===== src/rtl/fifo_wr_arbiter_pkg.sv =====
// Shared types and helpers for the FIFO write-port arbiter.
// rr_pick is the reusable round-robin search used by rr_pick_comb.
package fifo_wr_arbiter_pkg;

    localparam int unsigned DATA_W  = 8;
    localparam int unsigned MAX_REQ = 8;
    localparam int unsigned PTR_W   = 3;

    typedef enum logic {
        IDLE  = 1'b0,
        BURST = 1'b1
    } state_t;

    typedef struct packed {
        logic             found;
        logic [PTR_W-1:0] idx;
    } pick_t;

    // First set bit of valid scanning last_ptr+1, last_ptr+2, ... modulo num_req.
    function automatic pick_t rr_pick(
        input logic [MAX_REQ-1:0] valid,
        input logic [PTR_W-1:0]   last_ptr,
        input int unsigned        num_req
    );
        pick_t       pick;
        int unsigned cand;
        pick = '0;
        for (int unsigned k = 1; k <= MAX_REQ; k++) begin
            cand = (32'(last_ptr) + k) % num_req;
            if ((k <= num_req) && !pick.found && valid[cand[PTR_W-1:0]]) begin
                pick.found = 1'b1;
                pick.idx   = cand[PTR_W-1:0];
            end
        end
        return pick;
    endfunction

endpackage


===== src/rtl/fifo_wr_arbiter_pick.sv =====
// Combinational round-robin selector: valid vector + last owner -> next owner.
module rr_pick_comb
    import fifo_wr_arbiter_pkg::*;
#(
    parameter int unsigned NUM_REQ = 4,
    localparam int unsigned IDX_W  = (NUM_REQ > 1) ? $clog2(NUM_REQ) : 1
) (
    input  logic [NUM_REQ-1:0] valid,
    input  logic [IDX_W-1:0]   last_ptr,
    output logic [IDX_W-1:0]   sel,
    output logic               found
);

    pick_t pick;

    always_comb begin
        pick = rr_pick(MAX_REQ'(valid), PTR_W'(last_ptr), NUM_REQ);
    end

    assign sel   = IDX_W'(pick.idx);
    assign found = pick.found;

endmodule


===== src/rtl/fifo_wr_arbiter.sv =====
// Round-robin arbiter sharing the FIFO write port between NUM_REQ producers,
// granting one producer at a time for bursts of up to BURST_LEN words.
module fifo_wr_arbiter
    import fifo_wr_arbiter_pkg::*;
#(
    parameter int unsigned NUM_REQ   = 4,
    parameter int unsigned BURST_LEN = 4,
    parameter int unsigned CNT_W     = 16
) (
    input  logic                      CLK,
    input  logic                      RST,
    input  logic [NUM_REQ-1:0]        REQ_VALID,
    input  logic [DATA_W*NUM_REQ-1:0] REQ_DATA,
    output logic [NUM_REQ-1:0]        REQ_READY,
    input  logic                      FIFO_FULL,
    output logic [DATA_W-1:0]         FIFO_DIN,
    output logic                      FIFO_WR_EN,
    output logic [NUM_REQ-1:0]        GRANT,
    output logic                      BUSY,
    output logic [CNT_W-1:0]          STALL_CNT
);

    localparam int unsigned IDX_W  = (NUM_REQ > 1) ? $clog2(NUM_REQ) : 1;
    localparam int unsigned BEAT_W = (BURST_LEN > 1) ? $clog2(BURST_LEN) : 1;

    state_t              state, state_n;
    logic [IDX_W-1:0]    last_ptr, last_ptr_n;
    logic [BEAT_W-1:0]   beat_cnt, beat_n;
    logic [NUM_REQ-1:0]  grant_n;
    logic [CNT_W-1:0]    stall_n;
    logic [IDX_W-1:0]    sel;
    logic                found;
    logic                g_valid;
    logic [DATA_W-1:0]   data_arr [NUM_REQ];

    for (genvar i = 0; i < NUM_REQ; i++) begin : g_unpack
        assign data_arr[i] = REQ_DATA[i*DATA_W +: DATA_W];
    end

    rr_pick_comb #(.NUM_REQ(NUM_REQ)) u_pick (
        .valid    (REQ_VALID),
        .last_ptr (last_ptr),
        .sel      (sel),
        .found    (found)
    );

    // While in BURST the owner index is last_ptr, captured at grant time.
    assign g_valid = REQ_VALID[last_ptr];
    assign BUSY    = (state == BURST);

    always_comb begin
        state_n    = state;
        last_ptr_n = last_ptr;
        beat_n     = beat_cnt;
        grant_n    = GRANT;
        stall_n    = STALL_CNT;
        REQ_READY  = '0;
        FIFO_WR_EN = 1'b0;
        FIFO_DIN   = '0;
        case (state)
            IDLE: begin
                if (found) begin
                    state_n    = BURST;
                    last_ptr_n = sel;
                    beat_n     = '0;
                    grant_n    = NUM_REQ'(1'b1) << sel;
                end
            end
            BURST: begin
                FIFO_DIN            = data_arr[last_ptr];
                REQ_READY[last_ptr] = !FIFO_FULL && !RST;
                FIFO_WR_EN          = g_valid && !FIFO_FULL && !RST;
                if (!g_valid) begin
                    state_n = IDLE;
                    grant_n = '0;
                end else if (FIFO_FULL) begin
                    if (STALL_CNT != '1) begin
                        stall_n = STALL_CNT + CNT_W'(1);
                    end
                end else if (beat_cnt == BEAT_W'(BURST_LEN - 1)) begin
                    state_n = IDLE;
                    grant_n = '0;
                end else begin
                    beat_n = beat_cnt + BEAT_W'(1);
                end
            end
            default: begin
                state_n = IDLE;
                grant_n = '0;
            end
        endcase
    end

    always_ff @(posedge CLK) begin
        if (RST) begin
            state     <= IDLE;
            last_ptr  <= IDX_W'(NUM_REQ - 1);
            beat_cnt  <= '0;
            GRANT     <= '0;
            STALL_CNT <= '0;
        end else begin
            state     <= state_n;
            last_ptr  <= last_ptr_n;
            beat_cnt  <= beat_n;
            GRANT     <= grant_n;
            STALL_CNT <= stall_n;
        end
    end

endmodule


===== config.mk =====
export PLATFORM = sky130hd
export DESIGN_NAME = fifo_wr_arbiter
export DESIGN_NICKNAME = d
export VERILOG_FILES = /design/src/rtl/fifo_wr_arbiter_pkg.sv /design/src/rtl/fifo_wr_arbiter_pick.sv /design/src/rtl/fifo_wr_arbiter.sv
export SDC_FILE = /design/constraint.sdc
export NUM_CORES = 1
export LEC_CHECK = 0
export BUFFER_PORTS_ARGS = -buffer_cell sky130_fd_sc_hd__buf_2
export CORE_ASPECT_RATIO = 1.4
export CORE_MARGIN = 2
export CORE_UTILIZATION = 30
export DETAILED_ROUTE_END_ITERATION = 8
export PLACE_DENSITY = 0.57
export RECOVER_POWER = 100
export SLEW_MARGIN = 20
export SYNTH_ARGS = -nofsm -noshare
export SYNTH_HDL_FRONTEND = slang
export SYNTH_SLANG_ARGS = --single-unit

===== constraint.sdc =====
create_clock -name CLK -period 3.89 [get_ports CLK]
set_clock_uncertainty 0.15 [all_clocks]
set_input_delay 0 -clock CLK [delete_from_list [all_inputs] [get_ports CLK]]
set_output_delay 0 -clock CLK [all_outputs]
set_load 0.05 [all_outputs]

==> out/results.txt <==
Status -> finished, violations left
Failing checks -> hold timing
Post-synth top cells -> 25 x dfxtp_1, 20 x nor2_1, 14 x and2_1, 10 x mux4_2, 10 x nand3_1
First drt pass iteration count -> 4
Die width -> 70.0 µm
Setup crit start kind -> flip-flop
TritonCTS clock tree -> yes
DRT iter0 DRCs -> 84
Final net count -> 306
Vias in the first global route -> 1671
I/O pin count -> 73
CP Cell Sequence -> clkbuf_1 -> mux4_2 -> and3_1 -> o211ai_1 -> or4_1 -> a21oi_1
Final hold violation count -> 1
Initial antenna violation count -> 0
Synth top area cells -> dfxtp_1 27%, mux4_2 12%, and2_1 4.8%
Syn_nets -> 240
# rows -> 33
Worst Setup End Kind -> flip-flop
DP HPWL -> 3610 µm
Layout cells sized above 1 -> 23.1%
Synth async-reset ratio -> 0%
Power per standard cell area -> 526 nW/µm²
# H-tree levels -> 1
Hold buffer count at cts -> 0
Initial Utilization -> 31.2%
Post-Syn Area -> 1830 µm²
Critical path fanouts, max -> 21
Critical path arrival -> 3210 ps
Fmax achieved -> 317 MHz
Worst hold stages -> 2
Wire length of the first global-routing pass -> 7430 µm
Post-cts sizing count -> 0
Crit path kind -> flip-flop to flip-flop
Most frequent cell after synthesis -> dfxtp_1
Fin crit share -> 81.1%
Gr ovfl total -> 0
Worst hold slack -> -1.38 ps
Die H -> 96.4 µm
Post CTS Setup Buffer Count -> 0
Hold Path Class -> input port to flip-flop
Number of remaining DRC errors -> 0
Area delta synth->final -> 19.2%
Min Tclk post-route -> 3160 ps
Pwr Total -> 1.15 mW
Avg Inst Size Synth -> 9.37 µm²
Synthesis Warnings -> 0
Seq/Total Area, Yosys -> 27.4%
Root buf cell -> clkbuf_8
Synth unique cells -> 51
Port Buffers -> 72
Leakage -> 0.849 nW
GRT Util Overall -> 13.6%
Worst vdd ir -> 0.323 mV
Gpl congestion -> 0.811
Antenna diodes -> 0
Post-synth EDFFs -> 0
Skew-Pair Late Insertion Delay -> 270 ps
Yosys reg bits -> 25
Main synth FF type -> dfxtp_1
Final ANT Viol Nets -> 0
Max Buffers Root-to-Sink -> 2
Worst-path clk slew -> 90 ps
Worst Reg-to-Reg Cells -> 6
Via count -> 1774
Setup TNS -> 0 ps
CP required -> 3940 ps
Final setup viols -> 0
Top cell type's share of synthesized area -> 27.4%
Max-cap violations -> 0
Die area -> 6740 µm²
Synthesized instance count -> 195
Final Max Tran Viols -> 0
Largest net degree at the start of global routing -> 24
Core area -> 5860 µm²
Post-synth top area cell -> dfxtp_1
Routed vias/inst -> 5.38
Worst-Margin Slew -> 1220 ps
Clk sinks -> 25
Relative slew slack -> 18.4%
CP max-delay cell -> clkbuf_1
Crit-path max cell delay -> 900 ps
Drt total wl -> 4660 µm
Wirelength per Cell -> 14.1 µm
TritonCTS buffer count -> 3
RSZ-0062 raised after global routing -> no
==> stage by stage <==
stage               hold slack (ps)  std cells  area, µm²  worst slack, ps  util (%)
floorplan                      32.9        195       1830              923         -
finish                        -1.38        330       2180              734      37.2
CTS                            4.64        330       2270             1010      38.7
global route                   17.4        330       2180              453      37.2
detailed placement              291        326       2220             1030      37.9
global placement                291        326       2220             1080      37.9
==> layout make-up <==
cell class | instances | area [µm²]
well taps | 70 | 87.6
clock buffers | 3 | 41.3
fillers | 636 | 3680
inverters | 6 | 22.5
repair buffers | 74 | 330
multi-input cells | 151 | 1190
flip-flops and latches | 25 | 500
clock inverters | 1 | 5.00
==> placed cells by master (no fill, tap or decap), types with 4 or more instances in the layout <==
cell / synthesis / layout
mux4_2: 10 / 10
a21oi_1: 5 / 5
ha_1: 6 / 6
and2_1: 14 / 13
or3_1: 4 / 4
mux2i_1: 4 / 4
dfxtp_1: 25 / 25
o211ai_1: 4 / 5
nand3_1: 10 / 11
buf_2: 3 / 39
inv_1: 6 / 6
nand2_1: 8 / 8
xnor2_1: 4 / 4
xor2_1: 5 / 5
a32o_1: 4 / 4
and3_1: 5 / 5
nor2_1: 20 / 20
clkbuf_1: 8 / 34
o21ai_0: 4 / 4
==> registers in the layout (all words and copies together), names as in the netlist <==
name and cells:
BUSY 1, last_ptr 2, beat_cnt 2, STALL_CNT 16, GRANT 4
==> path summary, 6_finish.rpt <==
kind | from | endpoint | slack [ps]
worst max-delay path | last_ptr[0] | STALL_CNT[9] | 730
worst min-delay path | RST | STALL_CNT[3] | -1
worst max register to register | last_ptr[0] | STALL_CNT[9] | 730
worst min register to register | beat_cnt[0] | beat_cnt[0] | 340
==> kinds of logic after synthesis <==
kind of cell	share of synthesized area, %
AOI/OAI and AO/OA	18.7
xor gates and xnor gates	4.31
adders and majority gates	4.11
buffers and inverters	4.93
DFF	27.4
muxes	16.6
and+or+nand+nor	24.0
==> where the power goes <==
part / leakage (nW) / switching, mW / internal [mW]
clock network: 0.0255 / 0.0825 / 0.0716
registers: 0.203 / 0.0280 / 0.285
logic: 0.621 / 0.424 / 0.254
==> metal layers <==
| metal | GRT usage (%) | vias up | part of all wire [%] | wire [µm] |
|---|---|---|---|---|
| li1 | - | 865 | - | - |
| met1 | 15.1 | 836 | 42 | 1960 |
| met2 | 26.0 | 69 | 51 | 2360 |
| met3 | 2.51 | 4 | 6.1 | 283 |
| met4 | 4.33 | 0 | 1.0 | 48 |
| met5 | 0 | - | 0 | 0 |
==> worst max-delay path: cells and delay by family, from the launching register on <==
kind | cells | cell delay [ps]
buffers and inverters | 1 | 900
AND/OR/NAND/NOR | 2 | 780
multiplexers | 1 | 510
AO/OA/AOI/OAI | 2 | 420
flip-flops | 1 | 340
No activity file was read; power rests on OpenSTA's default activity.
